===== config.mk =====
export PLATFORM = sky130hd
export DESIGN_NAME = hazard_stall_controller
export DESIGN_NICKNAME = d
export VERILOG_FILES = /design/src/rtl/hazard_stall_controller.sv
export SDC_FILE = /design/constraint.sdc
export NUM_CORES = 1
export LEC_CHECK = 0
export ABC_CLOCK_PERIOD_IN_PS = 5000
export CORE_UTILIZATION = 53
export CTS_CLUSTER_DIAMETER = 60
export CTS_CLUSTER_SIZE = 14
export DETAILED_ROUTE_END_ITERATION = 7
export HOLD_SLACK_MARGIN = 0.03
export PLACE_DENSITY = 0.86
export RECOVER_POWER = 25
export SYNTH_ARGS = -nofsm -noshare
export SYNTH_HDL_FRONTEND = slang
export SYNTH_SLANG_ARGS = --single-unit

===== constraint.sdc =====
create_clock -name clk -period 5 [get_ports clk]
set_input_delay 1 -clock clk [delete_from_list [all_inputs] [get_ports clk]]
set_output_delay 1 -clock clk [all_outputs]
set_load 0.005 [all_outputs]

===== src/rtl/hazard_stall_controller.sv =====
// Load-use stall and taken-branch flush sequencing for the five-stage pipeline.
// Also keeps saturating stall-cycle and flush-event counters for perf debug.
module hazard_stall_controller #(
    parameter int CNT_W = 32
) (
    input  logic             clk,
    input  logic             rst_n,
    input  logic [4:0]       IDR1,
    input  logic [4:0]       IDR2,
    input  logic             IDUsesR2,
    input  logic             IDEXMemRead,
    input  logic [4:0]       IDEXWriteReg,
    input  logic             BranchTaken,
    output logic             StallPC,
    output logic             StallIFID,
    output logic             BubbleIDEX,
    output logic             FlushIFID,
    output logic             FlushIDEX,
    output logic             FlushEXMEM,
    output logic [CNT_W-1:0] StallCycles,
    output logic [CNT_W-1:0] FlushEvents
);

    typedef enum logic [1:0] {
        RUN   = 2'd0,
        STALL = 2'd1,
        FLUSH = 2'd2
    } state_t;

    state_t state;
    state_t nextState;
    logic   hazard;
    logic   stallReq;
    logic   flushReq;
    logic   stallOut;
    logic   flushOut;

    always_comb begin
        hazard = IDEXMemRead && (IDEXWriteReg != 5'd0) &&
                 ((IDEXWriteReg == IDR1) ||
                  (IDUsesR2 && (IDEXWriteReg == IDR2)));
    end

    always_comb begin
        stallReq  = 1'b0;
        flushReq  = 1'b0;
        nextState = RUN;
        unique case (state)
            RUN: begin
                if (BranchTaken) begin
                    flushReq  = 1'b1;
                    nextState = FLUSH;
                end else if (hazard) begin
                    stallReq  = 1'b1;
                    nextState = STALL;
                end
            end
            STALL: begin
                if (BranchTaken) begin
                    flushReq  = 1'b1;
                    nextState = FLUSH;
                end
            end
            // The branch seen here belongs to a squashed instruction.
            FLUSH: nextState = RUN;
            default: nextState = RUN;
        endcase
    end

    assign stallOut = stallReq && rst_n;
    assign flushOut = flushReq && rst_n;

    assign StallPC    = stallOut;
    assign StallIFID  = stallOut;
    assign BubbleIDEX = stallOut;
    assign FlushIFID  = flushOut;
    assign FlushIDEX  = flushOut;
    assign FlushEXMEM = flushOut;

    always_ff @(posedge clk or negedge rst_n) begin
        if (!rst_n) begin
            state       <= RUN;
            StallCycles <= '0;
            FlushEvents <= '0;
        end else begin
            state <= nextState;
            if (stallOut && (StallCycles != '1)) begin
                StallCycles <= StallCycles + 1'b1;
            end
            if (flushOut && (FlushEvents != '1)) begin
                FlushEvents <= FlushEvents + 1'b1;
            end
        end
    end

endmodule


* After elaboration in Yosys (flattened, before gate mapping)
Cells that the tools add are included.
** Storage, ports and cells
- Input bits :: 20
- Output and inout bits :: 70
- Word-level logic and storage cells :: 30
- Register bits :: 66
** Cells by class
- Multiplexer cells :: 9
- Reduce and logical (&&, ||, !) cells :: 11
- Equal/unequal tests :: 5
- Add/sub/neg operators :: 2
** Operators by type and width (number)
- $add A32 B1 Y32 const B :: 2
- $ne A32 B32 Y1 const B :: 2
- $eq A5 B5 Y1 :: 2
- $logic_and A1 B1 Y1 :: 7
- $mux W1 :: 6
- $reduce_bool A5 Y1 :: 1
- $mux W2 :: 2
- $pmux W2 S2 :: 1
- $eq A2 B1 Y1 const B :: 1
- $logic_not A2 Y1 :: 1
- $reduce_or A2 Y1 :: 1
- $logic_or A1 B1 Y1 :: 1

* Logic depth before layout (Yosys ltp)
Gate-level depths: netlist of the first run.
- Word-level depth :: 9
- Gate-level depth with buffers :: 9
- Depth with buffers taken out :: 7

* Worst setup path after synthesis of the first run
OpenSTA, ideal clock, no wires.
- Kind :: input to output
- Start point :: input BranchTaken
- End point :: output StallIFID
- Path buffers :: 2
- Slack :: 1.712 ns
- Data arrival time :: 2.288 ns
- Cell stages on the path :: 7
- Data required time :: 4.000 ns
- Cells stage by stage :: or4b_1 > a21oi_2 > nand2_1 > or2_1 > buf_6 > inv_1 > buf_4
** Between the ends
- Cells in the longest elaborated chain, start to end :: 3
** RTL lines
- from (decl) :: RTL line 13 : input logic BranchTaken,
- $mux W1 :: RTL line 50 : if (BranchTaken) begin
- $mux W1 :: RTL line 48 : unique case (state)
- $logic_and A1 B1 Y1 :: RTL line 70 : assign stallOut = stallReq && rst_n;
- to (decl) :: RTL line 15 : output logic StallIFID,
Every way passes these cells.

* Final worst setup path of the first run
- Start point :: input BranchTaken
- End point :: output BubbleIDEX
** Between the ends
- Cells in the longest elaborated chain, start to end :: 3
** RTL lines
- $mux W1 :: RTL line 50
- $mux W1 :: RTL line 48
- $logic_and A1 B1 Y1 :: RTL line 70
- to (decl) :: RTL line 16 : output logic BubbleIDEX,
Every way passes these cells.

==> impl_metrics.csv, run 1 <==
group,metric,value,unit
run_status,violations,"max-capacitance violations, max-slew violations",
setup_path,rr_startpoint,"StallCycles[0]",
synthesis,yosysWarnings,0,
final_layout,drive_gt1_share,8.000,%
setup_path,crit_top_cell,"clkdlybuf4s50_1",
synthesis,ys_ff_latch,66,
setup_path,crit_family,"buffers and inverters",
sta,fin_tns_setup,0,ns
setup_path,cpMaxStageDelayCell,"clkdlybuf4s50_1",
placement,gp_congestion,0.8860,
drt,wl_per_cell,15.43,um
global_route,grt_overflow_total,0,
setup_path,critPathCaptureType,"output port",
sta,slew_headroom,-17.29,%
placement,pre_cts_ws,0.8908,ns
setup_path,rr_endpoint,"StallCycles[11]",
die,start_util,54.74,%
cts,clock-root-buffer,"clkbuf_8",
cts,postCtsResizedCells,0,
synthesis,async_flop_share,100.0,%
setup_path,cpPeakStageDelay,0.56,ns
synthesis,syn_nets,349,
sta,finalWorstSetupSlack,0.8753,ns
setup_path,critPathKind,"in2out",
final_layout,area_delta_synth_final,32.51,%
setup_path,setup.worst_path.end,"BubbleIDEX",
synthesis,netlist.area_leader.share,47.79,%
drt,dr.pass1.iters,5,
final_layout,antenna_cells,0,
synthesis,synth_ff_type,"dfrtp_1",
cts,clk_pin_slew,0.07,ns
run_status,status,"finished with violations",
synthesis,ys_seq_area_share,47.79,%
final_layout,finalNetCount,442,
synthesis,synth.most_common_cell,"dfrtp_1",
die,io_pins,90,
setup_path,cp_cell_sequence,"clkdlybuf4s50_1 > or4b_1 > a21oi_2 > nand2_1 > or2_1 > inv_1 > clkdlybuf4s50_1",
setup_path,startpoint_type,"primary input",
die,rows,29,
synthesis,synth.top_cells.by_count,"dfrtp_1, xor2_1, nand2_1",
die,core_area,6314,um2
synthesis,netlist_area,3456,um2
cts,cts_tree,"done",
die,die-width,82.75,um
drt,viasPerCell,5.649,
power_and_ir_drop,p_leak,1.991,nW
sta,max_freq,0.2424,GHz
setup_path,path_depth,7,
global_route,grt_antenna_before_repair,0,
drt,drt_iter0_drc,148,
setup_path,worstPathBufferInverterCount,3,
placement,dp.cells,486,
power_and_ir_drop,powerDensity,267.2,nW/um2
job,maxCapViolCount,1,
synthesis,syn_avg_cell_area,10.57,um2
setup_path,worstSetupStartpoint,"BranchTaken",
global_route,grt_max_degree,35,
power_and_ir_drop,p_total,1.224,mW
die,die_h,82.75,um
drt,drc_errors,0,
die,die_area,6848,um2
final_layout,finalNonFillerCells,502,
synthesis,synthTopCellsByArea,"dfrtp_1, xor2_1, xnor2_1",
setup_path,cp_max_fo,6,
synthesis,synth-edff-count,0,
sta,finalHoldViolCount,0,
cts,worstSkewPairLatency,0.34,ns
setup_path,cp.required,4.00,ns
sta,grt_setup_unrepaired,"no",
sta,period_share,82.49,%
placement,place_hpwl,5516,um
synthesis,synth_area_leader_cell,"dfrtp_1",
cts,htreeDepth,3,
cts,clock_sinks,66,
global_route,grt_pass1_wl,12650,um
global_route,grt_pass1_vias,2650,
drt,via_count,2836,
synthesis,synth_cell_types,41,
synthesis,netlist_instances,327,
sta,skew,0.006609,ns
min_path,min-delay-start,"state[1]",
sta,fin_crit,4.125,ns
placement,portBuffers,89,
cts,cts.hold.buffers_added,0,
setup_path,arrival,3.12,ns
min_path,hold_class,"reg2reg",
sta,setup_viol,0,
power_and_ir_drop,ir_worst_vdd,0.0002424,V
cts,clk_path_buf_depth,2,
drt,final_antenna_net_count,0,
cts,cts_made_buffers,9,
setup_path,reg2regPathDepth,7,
global_route,grtUsageTotal,24.63,%
drt,wl,7745,um
setup_path,reg2reg_slack,2.44,ns
sta,tightest_slew,1.759,ns
cts,cts_setup_buffers,0,
sta,maxSlewViolCount,35,
==> worst min-delay path by stage <==
stage / slack [ns] / endpoint / cells past startpoint
after floorplan: 0.41 / state[1] / 1
after global placement: 0.43 / state[1] / 1
after detailed placement: 0.43 / state[1] / 1
after CTS: 0.44 / state[1] / 1
after global routing: 0.45 / state[1] / 1
final: 0.44 / state[1] / 1
==> cells by family (layout without fill, tap and decap cells) <==
kind of cell / count (synthesis) / in the layout / share of synthesized area, %
and+or+nand+nor: 165 / 165 / 28.31
xor gates and xnor gates: 70 / 70 / 17.74
DFF: 66 / 66 / 47.79
buffers and inverters: 17 / 115 / 3.403
muxes: 4 / 4 / 1.267
AOI/OAI and AO/OA: 3 / 3 / 0.7605
adders and majority gates: 2 / 2 / 0.7240
==> state kept, by name, summed over array words and instances (netlist names) <==
signal,flops
state,2
StallCycles,32
FlushEvents,32
==> power breakdown <==
part	leakage, nW	internal (mW)	total, mW	switching, mW
sequential	0.892	0.559	0.594	0.0356
combinational	0.990	0.0825	0.133	0.0501
clock	0.109	0.293	0.497	0.204
==> final cells by class <==
type / instances / area (um2)
clock buffers: 11 / 141.4
clock inverters: 5 / 77.57
fillers: 485 / 1734
inverters: 7 / 26.28
multi-input cells: 244 / 1687
flip-flops and latches: 66 / 1652
well taps: 77 / 96.34
repair buffers: 92 / 899.6
==> per-layer routing <==
layer | vias to the layer above | track usage, % | wire length, um
met4 | 0 | 10.34 | 130
met2 | 111 | 41.48 | 3826
li1 | 1335 | - | -
met3 | 16 | 5.385 | 516
met5 | - | 0 | 0
met1 | 1374 | 30.40 | 3271
==> cells in the final DEF, fill, tap and decap left out, types with 3 or more instances in the layout <==
cell type and instances:
nor4_2 6, nand4_1 17, nand2b_1 3, nand2_1 30, nor4_1 7, nor2_1 11
clkbuf_8 10, xor2_1 42, or3_1 4, nor3b_1 3, and4_1 7, xnor2_1 28
nor3_1 23, nand3_1 24, clkdlybuf4s50_1 88, inv_1 7, and2_1 5, clkbuf_1 4
and3_1 9, dfrtp_1 66
==> through the flow <==
step | utilization (%) | hold slack [ns] | cell area, um2
final | 72.53 | 0.4417 | 4579
after global routing | 72.53 | 0.4542 | 4579
after CTS | 72.67 | 0.4416 | 4588
after detailed placement | 69.20 | 0.4305 | 4369
after global placement | 69.20 | 0.4268 | 4369
after floorplan | - | 0.4062 | 3456
Power figures use the tool's default switching activity.
==> run 2, diff against run 1 <==
Settings changed: ABC_CLOCK_PERIOD_IN_PS 5000 to 3920, CORE_UTILIZATION 53 to 49, PLACE_DENSITY 0.86 to 0.8.
Clock period 5 ns to 3.92 ns, I/O delays scaled along.
==> run 2 against run 1 <==
The run still ends with max-capacitance violations, max-slew violations left. Via count fell by 1.8%. Clock skew increased by 0.0033 ns. Total power increased by 27%. Highest routed layer unchanged.
==> impl_metrics.csv, run 2 (synthesis results as in run 1) <==
group,metric,value,unit
run_status,status,"finished with violations",
run_status,violations,"max-capacitance violations, max-slew violations",
sta,period_share,94.85,%
drt,final_antenna_net_count,0,
cts,htreeDepth,3,
setup_path,path_depth,7,
sta,fin_crit,3.718,ns
cts,clk_pin_slew,0.07,ns
setup_path,critPathCaptureType,"output port",
cts,cts.hold.buffers_added,0,
final_layout,postLayoutCoreUtil,67.72,%
final_layout,mostFrequentLayoutCells,"clkdlybuf4s50_1, dfrtp_1, xor2_1, nand2_1, xnor2_1",
cts,cts_made_buffers,9,
power_and_ir_drop,power_switching,379.2,uW
global_route,grt_overflow_total,0,
sta,slew_headroom,-8.857,%
final_layout,area_delta_synth_final,33.13,%
drt,drc_errors,0,
die,core_area,6794,um2
power_and_ir_drop,p_total,1.556,mW
power_and_ir_drop,ir_worst_vdd,0.0002406,V
global_route,grt_max_degree,70,
global_route,grtUsageTotal,22.45,%
setup_path,cpMaxStageDelayCell,"clkdlybuf4s50_1",
sta,skew,0.009899,ns
drt,viasPerCell,5.354,
cts,clk_path_buf_depth,2,
power_and_ir_drop,p_comb_share,10.6,%
setup_path,worstPathBufferInverterCount,3,
job,maxCapViolCount,1,
setup_path,startpoint_type,"primary input",
setup_path,reg2regPathDepth,7,
cts,clock-root-buffer,"clkbuf_8",
sta,setup_viol,0,
setup_path,rr_endpoint,"StallCycles[11]",
sta,finalHoldViolCount,0,
setup_path,crit_top_cell,"clkdlybuf4s50_1",
drt,wl_per_cell,14.85,um
global_route,grt_pass1_vias,2809,
sta,maxSlewViolCount,70,
sta,grt_setup_unrepaired,"no",
setup_path,cpPeakStageDelay,0.55,ns
setup_path,arrival,2.93,ns
placement,portBuffers,89,
power_and_ir_drop,p_leak,1.993,nW
cts,worstSkewPairLatency,0.35,ns
die,start_util,50.87,%
power_and_ir_drop,swShare,24.37,%
setup_path,rr_startpoint,"StallCycles[0]",
power_and_ir_drop,powerDensity,338.2,nW/um2
drt,wl,7721,um
final_layout,top_regs,"FlushEvents x32, StallCycles x32, state x2",
cts,clock_sinks,66,
drt,drt_iter0_drc,130,
drt,via_count,2784,
setup_path,cp_max_fo,6,
die,die_area,7393,um2
global_route,grt_pass1_wl,13030,um
die,die-width,85.98,um
drt,dr.pass1.iters,4,
final_layout,finalNetCount,441,
cts,cts_tree,"done",
final_layout,drive_gt1_share,8.255,%
min_path,whs_path_depth,1,
setup_path,critPathKind,"in2out",
die,io_pins,90,
min_path,hold_class,"reg2reg",
final_layout,final_common_cell,"clkdlybuf4s50_1",
power_and_ir_drop,p_int,1.177,mW
sta,max_freq,0.2690,GHz
power_and_ir_drop,clockPowerShare,40.6,%
setup_path,crit_family,"buffers and inverters",
die,rows,30,
global_route,grt_antenna_before_repair,0,
final_layout,antenna_cells,0,
cts,postCtsResizedCells,0,
setup_path,reg2reg_slack,1.32,ns
power_and_ir_drop,pwr-share-seq,48.7,%
sta,tightest_slew,1.633,ns
placement,gp_congestion,0.8168,
setup_path,cp_cell_sequence,"clkdlybuf4s50_1 > xor2_1 > nor4_1 > a32oi_1 > or2_1 > inv_1 > clkdlybuf4s50_1",
placement,place_hpwl,5444,um
cts,cts_setup_buffers,0,
die,die_h,85.98,um
setup_path,cp.required,3.14,ns
setup_path,setup.worst_path.end,"StallIFID",
sta,fin_tns_setup,0,ns
setup_path,worstSetupStartpoint,"IDEXWriteReg[2]",
-- run 2: power groups by stage --
stage          sequential (mW)  clock (mW)  combinational [mW]
2_1_floorplan            0.766           0              0.0571
3_3_place_gp             0.768           0               0.164
3_5_place_dp             0.771           0               0.169
4_1_cts                  0.757       0.644               0.170
5_1_grt                  0.765       0.673               0.185
6_report                 0.758       0.632               0.165
-- run 2: worst min-delay path by stage --
stage,start,to,slack [ns]
CTS,state[1],state[1],0.44
detailed placement,state[1],state[1],0.43
global route,state[1],state[1],0.47
global placement,state[1],state[1],0.42
floorplan,state[1],state[1],0.41
finish,state[1],state[1],0.44
-- run 2: worst register-to-register path, cell delays in order, from the launching register on --
cell and delay (ns):
dfrtp_1 0.43, ha_1 0.21, and3_1 0.28, nand2_1 0.11
or3_1 0.47, nor2_2 0.63, nor4_1 0.15, xor2_1 0.18
-- run 2: layer usage --
| metal | up-vias | wire, um | part of all wire (%) | GRT usage (%) |
|---|---|---|---|---|
| li1 | 1328 | - | - | - |
| met1 | 1360 | 3498 | 45 | 28.79 |
| met2 | 76 | 3700 | 48 | 36.87 |
| met3 | 20 | 297 | 3.8 | 3.369 |
| met4 | 0 | 225 | 2.9 | 11.67 |
| met5 | - | 0 | 0 | 0 |
-- run 2: metrics by stage --
step | worst slack, ns | hold WS, ns | area (um2) | instances
floorplan | 1.064 | 0.4062 | 3456 | 327
global placement | 0.2948 | 0.4210 | 4385 | 504
detailed placement | 0.2236 | 0.4289 | 4385 | 504
CTS | 0.2134 | 0.4399 | 4604 | 520
global route | 0.08350 | 0.4715 | 4601 | 520
finish | 0.2020 | 0.4390 | 4601 | 520
-- run 2: cell type report --
| type | instances | area [um2] |
|---|---|---|
| tap | 96 | 120.1 |
| timing repair buffer | 91 | 897.1 |
| clock inverter | 6 | 91.34 |
| multi-input combinational | 244 | 1687 |
| clock buffer | 10 | 127.6 |
| sequential | 66 | 1652 |
| inverter | 7 | 26.28 |
| fill | 526 | 2193 |
==> run 3, diff against run 2 <==
Settings changed: CAP_MARGIN from default to 20.
==> results of run 3 <==
Final layout, timing and power as in run 2 (identical DEF).
